==> config.mk <==
export PLATFORM = sky130hd
export DESIGN_NAME = arbitro_jogadores_flat
export DESIGN_NICKNAME = d
export VERILOG_FILES = /design/src/rtl/arbitro_jogadores_pkg.sv /design/src/rtl/arbitro_jogadores_if.sv /design/src/rtl/arbitro_jogadores_rr.sv /design/src/rtl/arbitro_jogadores.sv /design/src/flat_wrapper.sv
export SDC_FILE = /design/constraint.sdc
export NUM_CORES = 1
export LEC_CHECK = 0
export CAP_MARGIN = 5
export CORE_MARGIN = 2
export CORE_UTILIZATION = 46
export DETAILED_ROUTE_END_ITERATION = 12
export PLACE_DENSITY = 0.85
export REMOVE_ABC_BUFFERS = 1
export SLEW_MARGIN = 10
export SYNTH_ARGS = -nofsm -noshare
export SYNTH_HDL_FRONTEND = slang
export SYNTH_SLANG_ARGS = --single-unit
export TNS_END_PERCENT = 50
==> constraint.sdc <==
create_clock -name clock -period 2.4 [get_ports clock]
set_clock_uncertainty 0.2 [all_clocks]
set_input_delay 0.48 -clock clock [delete_from_list [all_inputs] [get_ports clock]]
set_output_delay 0.48 -clock clock [all_outputs]
set_load 0.1 [all_outputs]
==> src/rtl/arbitro_jogadores_pkg.sv <==
// Shared definitions for the quiz-game answer arbiter: state encodings,
// default sizing and a small width helper.
package arbitro_jogadores_pkg;

  localparam int unsigned N_JOG_PADRAO   = 4;
  localparam int unsigned W_BOT_PADRAO   = 4;
  localparam int unsigned TIMEOUT_PADRAO = 5000;
  localparam int unsigned W_ESTADO       = 3;

  typedef enum logic [W_ESTADO-1:0] {
    OCIOSO    = 3'd0,
    ARMADO    = 3'd1,
    CONCEDIDO = 3'd2,
    ESGOTADO  = 3'd3
  } estado_t;

  // Player index width; a single player still needs one bit.
  function automatic int unsigned largura_idx(input int unsigned n);
    return (n > 1) ? $clog2(n) : 1;
  endfunction

endpackage

==> src/rtl/arbitro_jogadores_if.sv <==
// Controller/button side bundle of the answer arbiter.
interface arbitro_jogadores_if
  import arbitro_jogadores_pkg::*;
#(
  parameter int unsigned N_JOG   = N_JOG_PADRAO,
  parameter int unsigned W_BOT   = W_BOT_PADRAO,
  parameter int unsigned TIMEOUT = TIMEOUT_PADRAO
);

  localparam int unsigned W_IDX   = largura_idx(N_JOG);
  localparam int unsigned W_TEMPO = $clog2(TIMEOUT + 1);

  logic                     habilita;
  logic                     limpa;
  logic                     ack;
  logic [N_JOG*W_BOT-1:0]   botoes;
  logic                     jogada_feita;
  logic [W_IDX-1:0]         jogador;
  logic [W_BOT-1:0]         botao_sel;
  logic                     tempo_esgotado;
  logic [W_TEMPO-1:0]       tempo_restante;
  logic [W_ESTADO-1:0]      db_estado;

  // Controller and buttons drive the requests.
  modport master (
    output habilita, limpa, ack, botoes,
    input  jogada_feita, jogador, botao_sel, tempo_esgotado, tempo_restante, db_estado
  );

  // The arbiter consumes requests and reports results.
  modport slave (
    input  habilita, limpa, ack, botoes,
    output jogada_feita, jogador, botao_sel, tempo_esgotado, tempo_restante, db_estado
  );

endinterface

==> src/rtl/arbitro_jogadores_rr.sv <==
// Combinational round-robin selector: first candidate at or after ptr,
// wrapping around the player count.
module arbitro_rr #(
  parameter int unsigned N_JOG = 4,
  parameter int unsigned W_IDX = 2
) (
  input  logic [N_JOG-1:0] candidatos,
  input  logic [W_IDX-1:0] ptr,
  output logic             valido,
  output logic [W_IDX-1:0] vencedor
);

  logic [W_IDX:0] idx;

  // Walk the players starting at ptr; the first hit wins.
  always_comb begin
    valido   = 1'b0;
    vencedor = '0;
    idx      = '0;
    for (int i = 0; i < int'(N_JOG); i++) begin
      idx = (W_IDX+1)'(ptr) + (W_IDX+1)'(i);
      if (idx >= (W_IDX+1)'(N_JOG)) begin
        idx = idx - (W_IDX+1)'(N_JOG);
      end
      for (int j = 0; j < int'(N_JOG); j++) begin
        if (!valido && candidatos[j] && (idx == (W_IDX+1)'(j))) begin
          valido   = 1'b1;
          vencedor = W_IDX'(j);
        end
      end
    end
  end

endmodule

==> src/rtl/arbitro_jogadores.sv <==
// Multi-player answer arbiter: once armed, grants the first fresh press
// (round-robin on ties), holds it until ack, or reports a timeout.
module arbitro_jogadores
  import arbitro_jogadores_pkg::*;
#(
  parameter int unsigned N_JOG   = N_JOG_PADRAO,
  parameter int unsigned W_BOT   = W_BOT_PADRAO,
  parameter int unsigned TIMEOUT = TIMEOUT_PADRAO
) (
  input logic           clock,
  input logic           reset,
  arbitro_jogadores_if.slave bus
);

  localparam int unsigned W_IDX   = largura_idx(N_JOG);
  localparam int unsigned W_TEMPO = $clog2(TIMEOUT + 1);

  estado_t              estado, estado_nxt;
  logic [N_JOG-1:0]     ativo, ativo_ant, candidatos;
  logic [N_JOG-1:0]     mascara, mascara_nxt;
  logic [W_IDX-1:0]     ptr, ptr_nxt;
  logic [W_IDX-1:0]     vencedor;
  logic                 valido;
  logic [W_BOT-1:0]     botao_vencedor;
  logic [W_IDX-1:0]     jogador_q, jogador_nxt;
  logic [W_BOT-1:0]     botao_q, botao_nxt;
  logic [W_TEMPO-1:0]   timer, timer_nxt;
  logic                 jf_q, jf_nxt;
  logic                 te_q, te_nxt;

  // A player is active while any of its buttons is held.
  always_comb begin
    ativo = '0;
    for (int p = 0; p < int'(N_JOG); p++) begin
      ativo[p] = |bus.botoes[p*W_BOT +: W_BOT];
    end
  end

  // Fresh press from a player not blocked since arming.
  assign candidatos = ativo & ~ativo_ant & ~mascara;

  arbitro_rr #(
    .N_JOG (N_JOG),
    .W_IDX (W_IDX)
  ) u_rr (
    .candidatos (candidatos),
    .ptr        (ptr),
    .valido     (valido),
    .vencedor   (vencedor)
  );

  // Raw button group of the current winner, captured on grant.
  always_comb begin
    botao_vencedor = '0;
    for (int p = 0; p < int'(N_JOG); p++) begin
      if (vencedor == W_IDX'(p)) begin
        botao_vencedor = bus.botoes[p*W_BOT +: W_BOT];
      end
    end
  end

  // State register.
  always_ff @(posedge clock or posedge reset) begin
    if (reset) begin
      estado <= OCIOSO;
    end else begin
      estado <= estado_nxt;
    end
  end

  // Next state plus timer, mask, pointer and result latches.
  always_comb begin
    estado_nxt  = estado;
    mascara_nxt = mascara;
    ptr_nxt     = ptr;
    timer_nxt   = timer;
    jogador_nxt = jogador_q;
    botao_nxt   = botao_q;
    jf_nxt      = jf_q;
    te_nxt      = te_q;

    if (bus.limpa) begin
      estado_nxt  = OCIOSO;
      mascara_nxt = '0;
      timer_nxt   = '0;
      jogador_nxt = '0;
      botao_nxt   = '0;
      jf_nxt      = 1'b0;
      te_nxt      = 1'b0;
    end else begin
      case (estado)
        OCIOSO: begin
          if (bus.habilita) begin
            estado_nxt  = ARMADO;
            timer_nxt   = W_TEMPO'(TIMEOUT);
            mascara_nxt = ativo;
          end
        end
        ARMADO: begin
          // Releasing a button lifts the arming-time block for that player.
          mascara_nxt = mascara & ativo;
          if (timer != '0) begin
            timer_nxt = timer - W_TEMPO'(1);
          end
          if (valido) begin
            estado_nxt  = CONCEDIDO;
            jogador_nxt = vencedor;
            botao_nxt   = botao_vencedor;
            jf_nxt      = 1'b1;
            ptr_nxt     = (vencedor == W_IDX'(N_JOG - 1)) ? '0 : vencedor + W_IDX'(1);
          end else if (timer == '0) begin
            estado_nxt = ESGOTADO;
            te_nxt     = 1'b1;
          end
        end
        CONCEDIDO: begin
          if (bus.ack) begin
            estado_nxt  = OCIOSO;
            timer_nxt   = '0;
            jogador_nxt = '0;
            botao_nxt   = '0;
            jf_nxt      = 1'b0;
          end
        end
        ESGOTADO: begin
          if (bus.ack) begin
            estado_nxt = OCIOSO;
            timer_nxt  = '0;
            te_nxt     = 1'b0;
          end
        end
        default: begin
          estado_nxt  = OCIOSO;
          mascara_nxt = '0;
          timer_nxt   = '0;
          jogador_nxt = '0;
          botao_nxt   = '0;
          jf_nxt      = 1'b0;
          te_nxt      = 1'b0;
        end
      endcase
    end
  end

  // Datapath registers; ativo_ant tracks button activity in every state.
  always_ff @(posedge clock or posedge reset) begin
    if (reset) begin
      ativo_ant <= '0;
      mascara   <= '0;
      ptr       <= '0;
      timer     <= '0;
      jogador_q <= '0;
      botao_q   <= '0;
      jf_q      <= 1'b0;
      te_q      <= 1'b0;
    end else begin
      ativo_ant <= ativo;
      mascara   <= mascara_nxt;
      ptr       <= ptr_nxt;
      timer     <= timer_nxt;
      jogador_q <= jogador_nxt;
      botao_q   <= botao_nxt;
      jf_q      <= jf_nxt;
      te_q      <= te_nxt;
    end
  end

  assign bus.jogada_feita   = jf_q;
  assign bus.jogador        = jogador_q;
  assign bus.botao_sel      = botao_q;
  assign bus.tempo_esgotado = te_q;
  assign bus.tempo_restante = timer;
  assign bus.db_estado      = W_ESTADO'(estado);

endmodule

==> src/flat_wrapper.sv <==
// flat-port wrapper written by rule: the top's interface ports become plain ports
module arbitro_jogadores_flat import arbitro_jogadores_pkg::*;
#(
  parameter int unsigned N_JOG   = N_JOG_PADRAO,
  parameter int unsigned W_BOT   = W_BOT_PADRAO,
  parameter int unsigned TIMEOUT = TIMEOUT_PADRAO
)
  (clock, reset, bus_habilita, bus_limpa, bus_ack, bus_botoes, bus_jogada_feita, bus_jogador, bus_botao_sel, bus_tempo_esgotado, bus_tempo_restante, bus_db_estado);
  arbitro_jogadores_if #(.N_JOG(N_JOG), .W_BOT(W_BOT), .TIMEOUT(TIMEOUT)) bus_i ();
  input logic clock;
  input logic reset;
  input wire logic [$bits(bus_i.habilita)-1:0] bus_habilita;
  input wire logic [$bits(bus_i.limpa)-1:0] bus_limpa;
  input wire logic [$bits(bus_i.ack)-1:0] bus_ack;
  input wire logic [$bits(bus_i.botoes)-1:0] bus_botoes;
  output wire logic [$bits(bus_i.jogada_feita)-1:0] bus_jogada_feita;
  output wire logic [$bits(bus_i.jogador)-1:0] bus_jogador;
  output wire logic [$bits(bus_i.botao_sel)-1:0] bus_botao_sel;
  output wire logic [$bits(bus_i.tempo_esgotado)-1:0] bus_tempo_esgotado;
  output wire logic [$bits(bus_i.tempo_restante)-1:0] bus_tempo_restante;
  output wire logic [$bits(bus_i.db_estado)-1:0] bus_db_estado;
  assign bus_i.habilita = bus_habilita;
  assign bus_i.limpa = bus_limpa;
  assign bus_i.ack = bus_ack;
  assign bus_i.botoes = bus_botoes;
  assign bus_jogada_feita = bus_i.jogada_feita;
  assign bus_jogador = bus_i.jogador;
  assign bus_botao_sel = bus_i.botao_sel;
  assign bus_tempo_esgotado = bus_i.tempo_esgotado;
  assign bus_tempo_restante = bus_i.tempo_restante;
  assign bus_db_estado = bus_i.db_estado;
  arbitro_jogadores #(.N_JOG(N_JOG), .W_BOT(W_BOT), .TIMEOUT(TIMEOUT)) u_core (.clock(clock), .reset(reset), .bus(bus_i));
endmodule
# Yosys cells after proc, flatten, opt, wreduce, memory -nomap -nowiden
# Index checks and enable logic that the tools add are counted.
[classes]
n_addsub = 9
magnitude_cmp = 4
eq_ne = 30
mux = 70
bitwise = 6
reduce_logical = 67
[op_table]
columns = ["operator", "n"]
rows = [
  ["$mux W13", 4],
  ["$pmux W13 S3", 1],
  ["$mux W2", 18],
  ["$mux W4", 9],
  ["$logic_and A1 B1 Y1", 31],
  ["$eq A3 B2 Y1 const B", 10],
  ["$mux W3", 9],
  ["$pmux W4 S3", 2],
  ["$mux W1", 23],
  ["$reduce_or A4 Y1", 4],
  ["$eq A3 B1 Y1 const B", 5],
  ["$logic_not A1 Y1", 15],
  ["$logic_not A3 Y1", 5],
  ["$ne A3 B3 Y1 const B", 5],
  ["$logic_not A13 Y1", 1],
  ["$reduce_bool A13 Y1", 1],
  ["$sub A13 B1 Y13 const B", 1],
  ["$and A4 B4 Y4", 3],
  ["$reduce_and A3 Y1", 4],
  ["$ge A3 B3 Y1 const B", 3],
  ["$pmux W3 S3", 1],
  ["$sub A3 B3 Y3 const B", 3],
  ["$not A4 Y4", 2],
  ["$add A2 B2 Y3 const B", 2],
  ["17 further kinds", 24],
]
[word_totals]
reg_bits = 34
wordCells = 195

# Logic depth before layout (Yosys ltp)
# Gate-level depths: netlist of run 1.
[depth]
ltp_word = 73
ltp_mapped = 12

# Modules after synthesis
# A second synthesis of run 1 with hierarchy kept.
[hier_totals]
cells_unflattened = 228
hier_area_um2 = 2089.5
[modules_own_cells]
columns = ["module", "n_inst", "cells_each", "area_each_um2", "seq_area_each_um2"]
rows = [
  ["arbitro_jogadores", 1, 217, 2019.4, 825.8],
  ["arbitro_rr", 1, 11, 70.1, 0.0],
]

# Least setup slack after synthesis of run 1
# Ideal clock, no wire load.
[synth_path]
path_kind = "flip-flop to flip-flop"
start = "register u_core.estado[0], in the netlist u_core.bus.db_estado[0]"
end = "register u_core.timer[6], in the netlist u_core.bus.tempo_restante[6]"
setup_ns = 0.078
arrival_time_ns = 2.811
setup_slack_ns = -0.689
path_stages_with_launch = 9
path_buffers = 1
synth_period_minus_slack_ns = 3.089
cell_sequence = "dfrtp_1 inv_1 ha_1 clkbuf_1 nor2b_1 o21ai_1 nand3_1 or4_1 a21oi_1"
[synth_between]
elab_chain_len = 4
[synth_rtl]
columns = ["element", "line_no", "source"]
rows = [
  ["start, declared", "arbitro_jogadores.sv:18", "estado_t estado, estado_nxt;"],
  ["start signal, assigned", "arbitro_jogadores.sv:67", "estado <= estado_nxt;"],
  ["$eq A3 B2 Y1", "arbitro_jogadores.sv:91", "case (estado)"],
  ["$reduce_or A2 Y1 (no line)", "n/a", ""],
  ["$ne A3 B1 Y1 (no line) or $pmux W13 S3 (tied branches)", "n/a", ""],
  ["$reduce_and A3 Y1 (no line) or $mux W13 (tied branches)", "n/a", ""],
  ["end signal, assigned", "arbitro_jogadores.sv:160", "timer <= timer_nxt;"],
  ["end, declared", "arbitro_jogadores.sv:27", "logic [W_TEMPO-1:0] timer, timer_nxt;"],
]
# Parallel ways exist; a longest one is shown, timed or not.
# A chain may end at the register's enable or synchronous reset.

# Worst setup path in the final report of run 1
[layout_path]
start = "input bus_botoes[11]"
end = "register u_core.botao_q[3], in the netlist u_core.bus.botao_sel[3]"
[layout_between]
elab_chain_len = 66
[layout_rtl]
columns = ["element", "line_no", "source"]
rows = [
  ["start, declared", "flat_wrapper.sv:15", "input wire logic [$bits(bus_i.botoes)-1:0] bus_botoes;"],
  ["$reduce_or A4 Y1", "arbitro_jogadores.sv:35", "ativo[p] = |bus.botoes[p*W_BOT +: W_BOT];"],
  ["$and A4 B4 Y4 (2 in a row)", "arbitro_jogadores.sv:40", "assign candidatos = ativo & ~ativo_ant & ~mascara;"],
  ["$logic_and A1 B1 Y1 (2 in a row)", "arbitro_jogadores_rr.sv:26", "if (!valido && candidatos[j] && (idx == (W_IDX+1)'(j))) begin"],
  ["$mux W1", "arbitro_jogadores_rr.sv:26", ""],
  ["$logic_not A1 Y1", "arbitro_jogadores_rr.sv:26", ""],
  ["$logic_and A1 B1 Y1 (2 in a row)", "arbitro_jogadores_rr.sv:26", ""],
  ["$mux W1", "arbitro_jogadores_rr.sv:26", ""],
  ["$logic_not A1 Y1", "arbitro_jogadores_rr.sv:26", ""],
  ["[43 not listed]", "n/a", ""],
  ["$logic_not A1 Y1", "arbitro_jogadores_rr.sv:26", ""],
  ["$logic_and A1 B1 Y1 (2 in a row)", "arbitro_jogadores_rr.sv:26", ""],
  ["$mux W2", "arbitro_jogadores_rr.sv:26", ""],
  ["$logic_not A2 Y1", "arbitro_jogadores.sv:56", "if (vencedor == W_IDX'(p)) begin"],
  ["$mux W4 (4 in a row)", "arbitro_jogadores.sv:56", ""],
  ["$mux W4", "arbitro_jogadores.sv:105", "if (valido) begin"],
  ["$pmux W4 S3", "arbitro_jogadores.sv:91", ""],
  ["$mux W4", "arbitro_jogadores.sv:82", "if (bus.limpa) begin"],
  ["end signal, assigned", "arbitro_jogadores.sv:162", "botao_q <= botao_nxt;"],
  ["end, declared", "arbitro_jogadores.sv:26", "logic [W_BOT-1:0] botao_q, botao_nxt;"],
]
# Parallel ways exist; a longest one is shown, timed or not. The select of a mux whose other input is x is not followed.

==> implementation parameters, run 1 <==
Parameter                              Value

Critical path
  Worst setup path class ... input pin to flop
  Type of element launching the critical path ... input pin
  Cell class contributing the biggest share of worst-path delay ... simple AND/OR/NAND/NOR gates
  Launch instance of the worst register-to-register path ... u_core.mascara[2]
  Endpoint of the most critical register-to-register path ... u_core.bus.botao_sel[1]
  Total buffers and inverters traversed by the critical path ... 3
  Worst-path cell with the longest stage delay ... or4_4
  CP max stage delay ... 0.57 ns
  Worst-path cell chain ... buf_6 > or4_4 > nand2_4 > buf_6 > nor3_4 > nor3_2 > buf_4 > ha_4 > nand3b_1 > a21oi_1 > a21oi_1 > o21ai_1 > a22o_1
  Worst R2R Path Depth ... 13
  Data arrival time of the critical path ... about 2.6 ns
  Required time reported for the critical path endpoint ... 2.38 ns
  Category of the worst setup path capture point ... flop
  CP Max Fanout ... 8
  FF-to-FF setup slack ... -0.03 ns

GRT
  Maximum number of pins on one net before global-route repair ... 34
  Number of global-route vias before repair ... approximately 2,100
  Wire length of the first global-routing pass ... between 10,000 and 15,000 um
  All-Layer GR Usage ... 25.4%
  Grt ovf ... 0
  Number of antenna violations at the first check in global routing ... 0

Cells and area
  Fill cell total of the finished layout ... between 300 and 400
  Footprint of the multi-input gates ... 1300 um^2
  Register area ... 826 um^2
  Layout overhead on the synthesized area ... 49.9%
  Count of nets after finishing ... between 300 and 400
  Fraction of final layout cells sized beyond drive strength 1 ... between 30% and 40%
  Post-route cell area ... around 3100 um^2
  Number of antenna cells inserted ... 0
  Final std cells w/o fill ... roughly 370

Logic synthesis
  Count leader, synth ... dfrtp_1
  Number of enable-type register cells in the synthesized netlist ... 0
  Number of distinct library cells after synthesis ... 50
  Cell accounting for the most synthesized area ... dfrtp_1
  Number of warnings issued by yosys ... 0
  Post-synthesis area per instance ... ~8.9 um^2
  Total standard cell area after synthesis ... 2050 um^2
  Synthesized netlist cell count ... roughly 230
  Area fraction of the dominant cell type after synthesis ... between 40 and 50%
  Register area share after synthesis ... between 40 and 50%
  Top cells by count, synth ... dfrtp_1, o21ai_0, a21oi_1, nor2_1, nand2_1
  Cell types with the largest area share after synthesis ... dfrtp_1, o21ai_0, ha_1, a21oi_1, nor2_1
  Most used flip-flop cell after synthesis ... dfrtp_1
  Async S/R FF share, synth ... 100%
  Register bit count reported by yosys ... 33

Timing
  Final setup slack of the worst path ... -0.211 ns
  Min Tclk post-route ... ~2.6 ns
  Remaining max-slew budget at the tightest pin ... between 60% and 70%
  Hold Fails Final Rpt ... 0
  Post-route clock period utilization ... 109%
  Highest clock frequency the design can meet ... around 380 MHz
  Setup repair after global routing missed its margin ... yes
  Final setup violating endpoints ... 10
  Number of pins exceeding their max-slew limit in the final report ... 0
  Worst-margin pin slew ... approximately 0.55 ns

Clock network
  Clock-pin slew on the worst setup and hold paths ... roughly 0.070 ns
  Maximum buffer depth of the clock tree ... 2
  CTS root buf ... clkbuf_8
  H-tree level count ... 2
  Clock buffer count from CTS ... 5
  Worst-Skew Late Latency ... slightly below 0.3 ns
  Hold buffer count at cts ... 0
  TritonCTS clock tree ... yes
  Clock Sinks ... 33

Run status
  Violations in the final reports ... negative setup slack
  Status ... finished, violations left

Placement
  Placement Cell Area ... about 2700 um^2
  Total of buffers placed on input and output ports ... 43
  Weighted congestion at the end of routability-driven global placement ... 0.893
  Sum of net half-perimeters after detailed placement ... about 4100 um
  Placed cells ... roughly 360

Detailed routing
  Antenna-violating nets left ... 0
  Number of vias per cell after detailed routing ... between 5 and 6
  Overall routed net length ... ~6400 um
  Post-DR wirelength/cell ... between 15 and 20 um
  Drt first-iter violations ... between 200 and 250
  Drt pass-1 iters ... 4
  DRC violation count after routing ... 0
  Via count ... roughly 2,200

Floorplanning
  Boundary pin count ... 45
  Die area ... 5010 um^2
  Die Wd ... just over 70 um
  Starting density of the core ... between 40 and 50%
  Floorplan Core Area ... ~4300 um^2
  Number of standard-cell rows in the floorplan ... 24
  Vertical extent of the die ... approximately 70 um

Min path
  Cell depth of the worst min-delay path ... 2
  Hold EP ... u_core.ativo_ant[2]
  Min-delay src ... bus_botoes[9]
  Worst min-delay path category ... input pin to flop

Power
  Power Density ... about 1200 nW/um^2
  Leak ... approximately 1.4 nW
  Worst ir drop on vdd ... 1.00 mV

Job
  MaxCap Viol Count ... 0
power by group:
part | total (W) | leakage [nW] | internal [W] | switching, W
registers | 0.000866 | 0.421 | 0.000699 | 0.000166
clock network | 0.000478 | 0.0542 | 0.000259 | 0.000218
logic | 0.00236 | 0.933 | 0.000760 | 0.00160
worst register-to-register path: stages (launching register included):
cell	delay, ns
dfrtp_1	0.39
nor2_1	0.24
buf_4	0.18
nand3_1	0.08
a21oi_1	0.18
nor3_2	0.09
buf_4	0.16
ha_4	0.18
buf_4	0.13
nand2_1	0.07
a21oi_2	0.05
a21oi_2	0.11
o21ai_1	0.07
a22o_1	0.19
routing by layer:
metal	GRT usage (%)	vias up	part of all wire, %
met5	0	-	0
met3	5.98	14	5.9
met1	33.3	1040	43
li1	-	1021	-
met4	9.01	0	2.1
met2	41.1	84	49
state kept, by name, indices dropped and copies added, names as in the netlist:
signal                     flops
u_core.ativo_ant               4
u_core.bus.botao_sel           4
u_core.bus.db_estado           2
u_core.bus.jogada_feita        1
u_core.bus.jogador             2
u_core.bus.tempo_esgotado      1
u_core.bus.tempo_restante     13
u_core.mascara                 4
u_core.ptr                     2
repair_timing:
action	in CTS	in global routing
gates resized for setup	66	12
endpoints found under the setup margin	12	13
pin swaps	24	13
buffers inserted	8	3
placed cells by master, fill, tap and decap left out, types with 3 or more instances in the layout:
master,Yosys,routed
a21oi_1,20,18
a22o_1,6,6
a31oi_1,7,7
and2_1,3,3
buf_4,1,68
buf_6,1,3
clkbuf_8,0,7
clkdlybuf4s15_1,0,4
clkdlybuf4s50_1,0,4
dfrtp_1,33,33
dlygate4sd2_1,0,6
ha_1,9,5
ha_4,0,4
inv_1,13,11
inv_2,3,5
nand2_1,15,14
nand3_1,5,4
nand3b_1,5,5
nand4_1,4,4
nor2_1,20,19
nor3_1,9,5
o21ai_0,24,20
o21ai_1,3,6
xor2_1,5,5
metrics by stage:
stage / setup WS (ns) / setup TNS, ns / power, W / util [%] / hold slack [ns]
final: -0.211 / -1.00 / 0.00371 / 71.2 / 0.232
after CTS: -0.131 / -0.473 / 0.00362 / 69.6 / 0.237
after global routing: -0.354 / -2.18 / 0.00388 / 71.2 / 0.229
after detailed placement: -1.01 / -8.51 / 0.00307 / 63.3 / 0.277
after global placement: -0.839 / -7.30 / 0.00303 / 63.3 / 0.266
after floorplan: -0.617 / -6.41 / 0.00236 / - / 0.271
logic make-up after synthesis:
logic type               after synthesis  share of synthesized area (%)
other                                  1                          0.183
AO/OA/AOI/OAI                         79                           25.4
XOR/XNOR                               5                           2.13
flip-flops                            33                           40.2
AND/OR/NAND/NOR                       78                           20.5
multiplexers                           2                           1.04
buffers and inverters                 24                           5.00
adder cells (fa/ha/maj)                9                           5.48
how the worst max path moves through the flow:
stage / startpoint / to / slack (ns) / cells after the start
floorplan: u_core.bus.db_estado[0] / u_core.bus.tempo_restante[6] / -0.62 / 7
global placement: bus_botoes[10] / u_core.bus.botao_sel[0] / -0.84 / 11
detailed placement: bus_botoes[10] / u_core.bus.botao_sel[1] / -1.01 / 12
CTS: bus_botoes[9] / u_core.bus.botao_sel[3] / -0.13 / 12
global route: bus_botoes[2] / u_core.bus.botao_sel[1] / -0.35 / 14
finish: bus_botoes[11] / u_core.bus.botao_sel[3] / -0.21 / 13
cell type report:
cell class                      instances  share of cell area (%)
Timing Repair Buffer                   90                    23.7
Tap cell                               52                    2.11
Inverter                               16                    1.95
Multi-Input combinational cell        174                    42.1
Clock buffer                            7                    3.13
Clock inverter                          1                   0.163
Sequential cell                        33                    26.8
Power figures use the tool's default switching activity.
==> inputs of run 2 (changes only) <==
Settings changed: REMOVE_ABC_BUFFERS 1 to default.
==> implementation parameters, run 2 (synthesis results as in run 1) <==
Parameter                              Value

Critical path
  Worst-path cell chain ... clkdlybuf4s15_1 > nor4_4 > nor3_4 > a31oi_1 > o32a_1 > inv_2 > ha_4 > buf_6 > nand2_2 > a21oi_1 > a21oi_1 > o21ai_1 > a22o_1
  FF-to-FF setup slack ... -0.14 ns
  Cell class contributing the biggest share of worst-path delay ... compound AO/OA/AOI/OAI gates
  Total buffers and inverters traversed by the critical path ... 3
  Worst R2R Path Depth ... 13
  Top cell by count, worst path ... a21oi_1
  Required time reported for the critical path endpoint ... 2.38 ns
  Data arrival time of the critical path ... 2.65 ns
  Category of the worst setup path capture point ... flop
  Launch instance of the worst register-to-register path ... u_core.ativo_ant[0]
  Start point of the critical path ... bus_botoes[5]
  Type of element launching the critical path ... input pin
  CP Max Fanout ... 7
  Worst-path cell with the longest stage delay ... nor4_4
  Endpoint of the most critical register-to-register path ... u_core.bus.botao_sel[3]
  CP max stage delay ... approximately 0.4 ns
  Worst setup path class ... input pin to flop

Floorplanning
  Number of standard-cell rows in the floorplan ... 24
  Vertical extent of the die ... 70.8 um
  Die area ... 5010 um^2
  Boundary pin count ... 45
  Die Wd ... 70.8 um
  Floorplan Core Area ... 4320 um^2
  Starting density of the core ... ~47%

Placement
  Placement Cell Area ... around 2800 um^2
  Sum of net half-perimeters after detailed placement ... 4440 um
  Total of buffers placed on input and output ports ... 43
  Weighted congestion at the end of routability-driven global placement ... just over 0.9
  Placed cells ... 359
  Post-Place Worst Slack ... -0.792 ns

Cells and area
  Post-route cell area ... between 3000 and 4000 um^2
  Final std cells w/o fill ... between 300 and 400
  Most common library cell in the layout ignoring fill and taps ... buf_4
  Layout overhead on the synthesized area ... 57.1%
  Post-layout utilization of the core ... roughly three quarters
  Largest register FFs ... 13
  Number of antenna cells inserted ... 0
  Most used cells in the layout excluding fill and tap cells ... buf_4, dfrtp_1, o21ai_0, nor2_1
  Fraction of final layout cells sized beyond drive strength 1 ... around 44%
  Count of nets after finishing ... 357

GRT
  Grt ovf ... 0
  All-Layer GR Usage ... between 20% and 30%
  Wire length of the first global-routing pass ... between 10,000 and 15,000 um
  Number of global-route vias before repair ... around 2,200
  Maximum number of pins on one net before global-route repair ... 15
  Number of antenna violations at the first check in global routing ... 0

Clock network
  Clock Sinks ... 33
  Maximum buffer depth of the clock tree ... 2
  Clock buffer count from CTS ... 5
  CTS root buf ... clkbuf_8
  TritonCTS clock tree ... yes
  Worst-Skew Late Latency ... approximately 0.29 ns
  Clock-pin slew on the worst setup and hold paths ... ~0.07 ns
  H-tree level count ... 2

Detailed routing
  Post-DR wirelength/cell ... 19.0 um
  Drt first-iter violations ... roughly 350
  Via count ... 2,320
  Drt pass-1 iters ... 7
  DRC violation count after routing ... 0
  Overall routed net length ... 7210 um
  Number of vias per cell after detailed routing ... around 6.1
  Antenna-violating nets left ... 0

Timing
  Number of pins exceeding their max-slew limit in the final report ... 0
  Final hold slack ... roughly 0.30 ns
  Setup repair after global routing missed its margin ... yes
  Hold Fails Final Rpt ... 0
  Final setup slack of the worst path ... -0.278 ns
  Final setup violating endpoints ... 12
  Min Tclk post-route ... around 2.7 ns
  Post-route clock period utilization ... 112%
  Highest clock frequency the design can meet ... 373 MHz
  Worst-margin pin slew ... ~0.63 ns
  Remaining max-slew budget at the tightest pin ... about three fifths

Power
  Worst ir drop on vdd ... roughly 1.1 mV
  Power Density ... about 1200 nW/um^2
  Leak ... about 1.4 nW

Logic synthesis
  Net count after synthesis ... roughly 260

Min path
  Cell depth of the worst min-delay path ... 1
  Worst min-delay path category ... flop to flop
  Hold EP ... u_core.bus.jogada_feita
  Min-delay src ... u_core.bus.jogada_feita

Job
  MaxCap Viol Count ... 0

Run status
  Violations in the final reports ... negative setup slack
  Status ... finished, violations left
[run 2: cell types whose count changed in the layout (fill, tap and decap cells not counted), moves of 3 or more]
cell / before / now
buf_6: 3 / 8
a21oi_2: 2 / 8
a21oi_1: 18 / 12
o21ai_1: 6 / 3
buf_4: 68 / 72
dfrtp_1: 33 / 29
dlygate4sd2_1: 6 / 3
o21ai_2: 1 / 4
[run 2: through the flow]
step / power [W] / setup TNS [ns]
finish: 0.00381 / -1.49
global route: 0.00397 / -2.31
CTS: 0.00365 / -0.873
detailed placement: 0.00305 / -7.78
global placement: 0.00299 / -7.05
floorplan: 0.00243 / -1.23
[run 2: how the worst max path moves through the flow]
stage | to | slack [ns] | depth (start not counted)
floorplan | u_core.bus.botao_sel[3] | -0.27 | 12
finish | u_core.bus.botao_sel[3] | -0.28 | 13
global route | u_core.bus.botao_sel[3] | -0.32 | 13
CTS | u_core.bus.botao_sel[3] | -0.18 | 12
global placement | u_core.bus.botao_sel[3] | -0.75 | 14
detailed placement | u_core.bus.botao_sel[3] | -0.79 | 14
[run 2: cell type report]
class | count | area [um^2]
flip-flops and latches | 33 | 836
repair buffers | 97 | 772
clock inverters | 3 | 46.3
inverters | 16 | 62.6
multi-input cells | 174 | 1380
well taps | 52 | 65.1
fillers | 278 | 1100
clock buffers | 5 | 68.8
[run 2: repair_timing]
action / in CTS / in global routing
gates resized for setup: 57 / 26
buffers inserted: 7 / 6
pin swaps: 23 / 18
endpoints found under the setup margin: 12 / 13
hold buffers: 0 / 0
[run 2: power by group]
group	internal (W)	switching (W)
Clock	0.000311	0.000234
Sequential	0.000710	0.000175
Combinational	0.000732	0.00164
Total	0.00175	0.00205
[run 2: metal layers]
metal / track usage (%) / wire (um)
met3: 4.99 / 583
met4: 9.22 / 309
met1: 33.7 / 2760
met2: 43.5 / 3560
met5: 0 / 0
[run 2: worst reg2reg max path: cells and delay by family, from the launching register on]
| kind | cells | cell delay, ns |
|---|---|---|
| flops | 1 | 0.37 |
| buf+inv | 3 | 0.45 |
| fa+ha+maj | 1 | 0.17 |
| compound gates | 5 | 0.71 |
| simple gates | 4 | 0.52 |
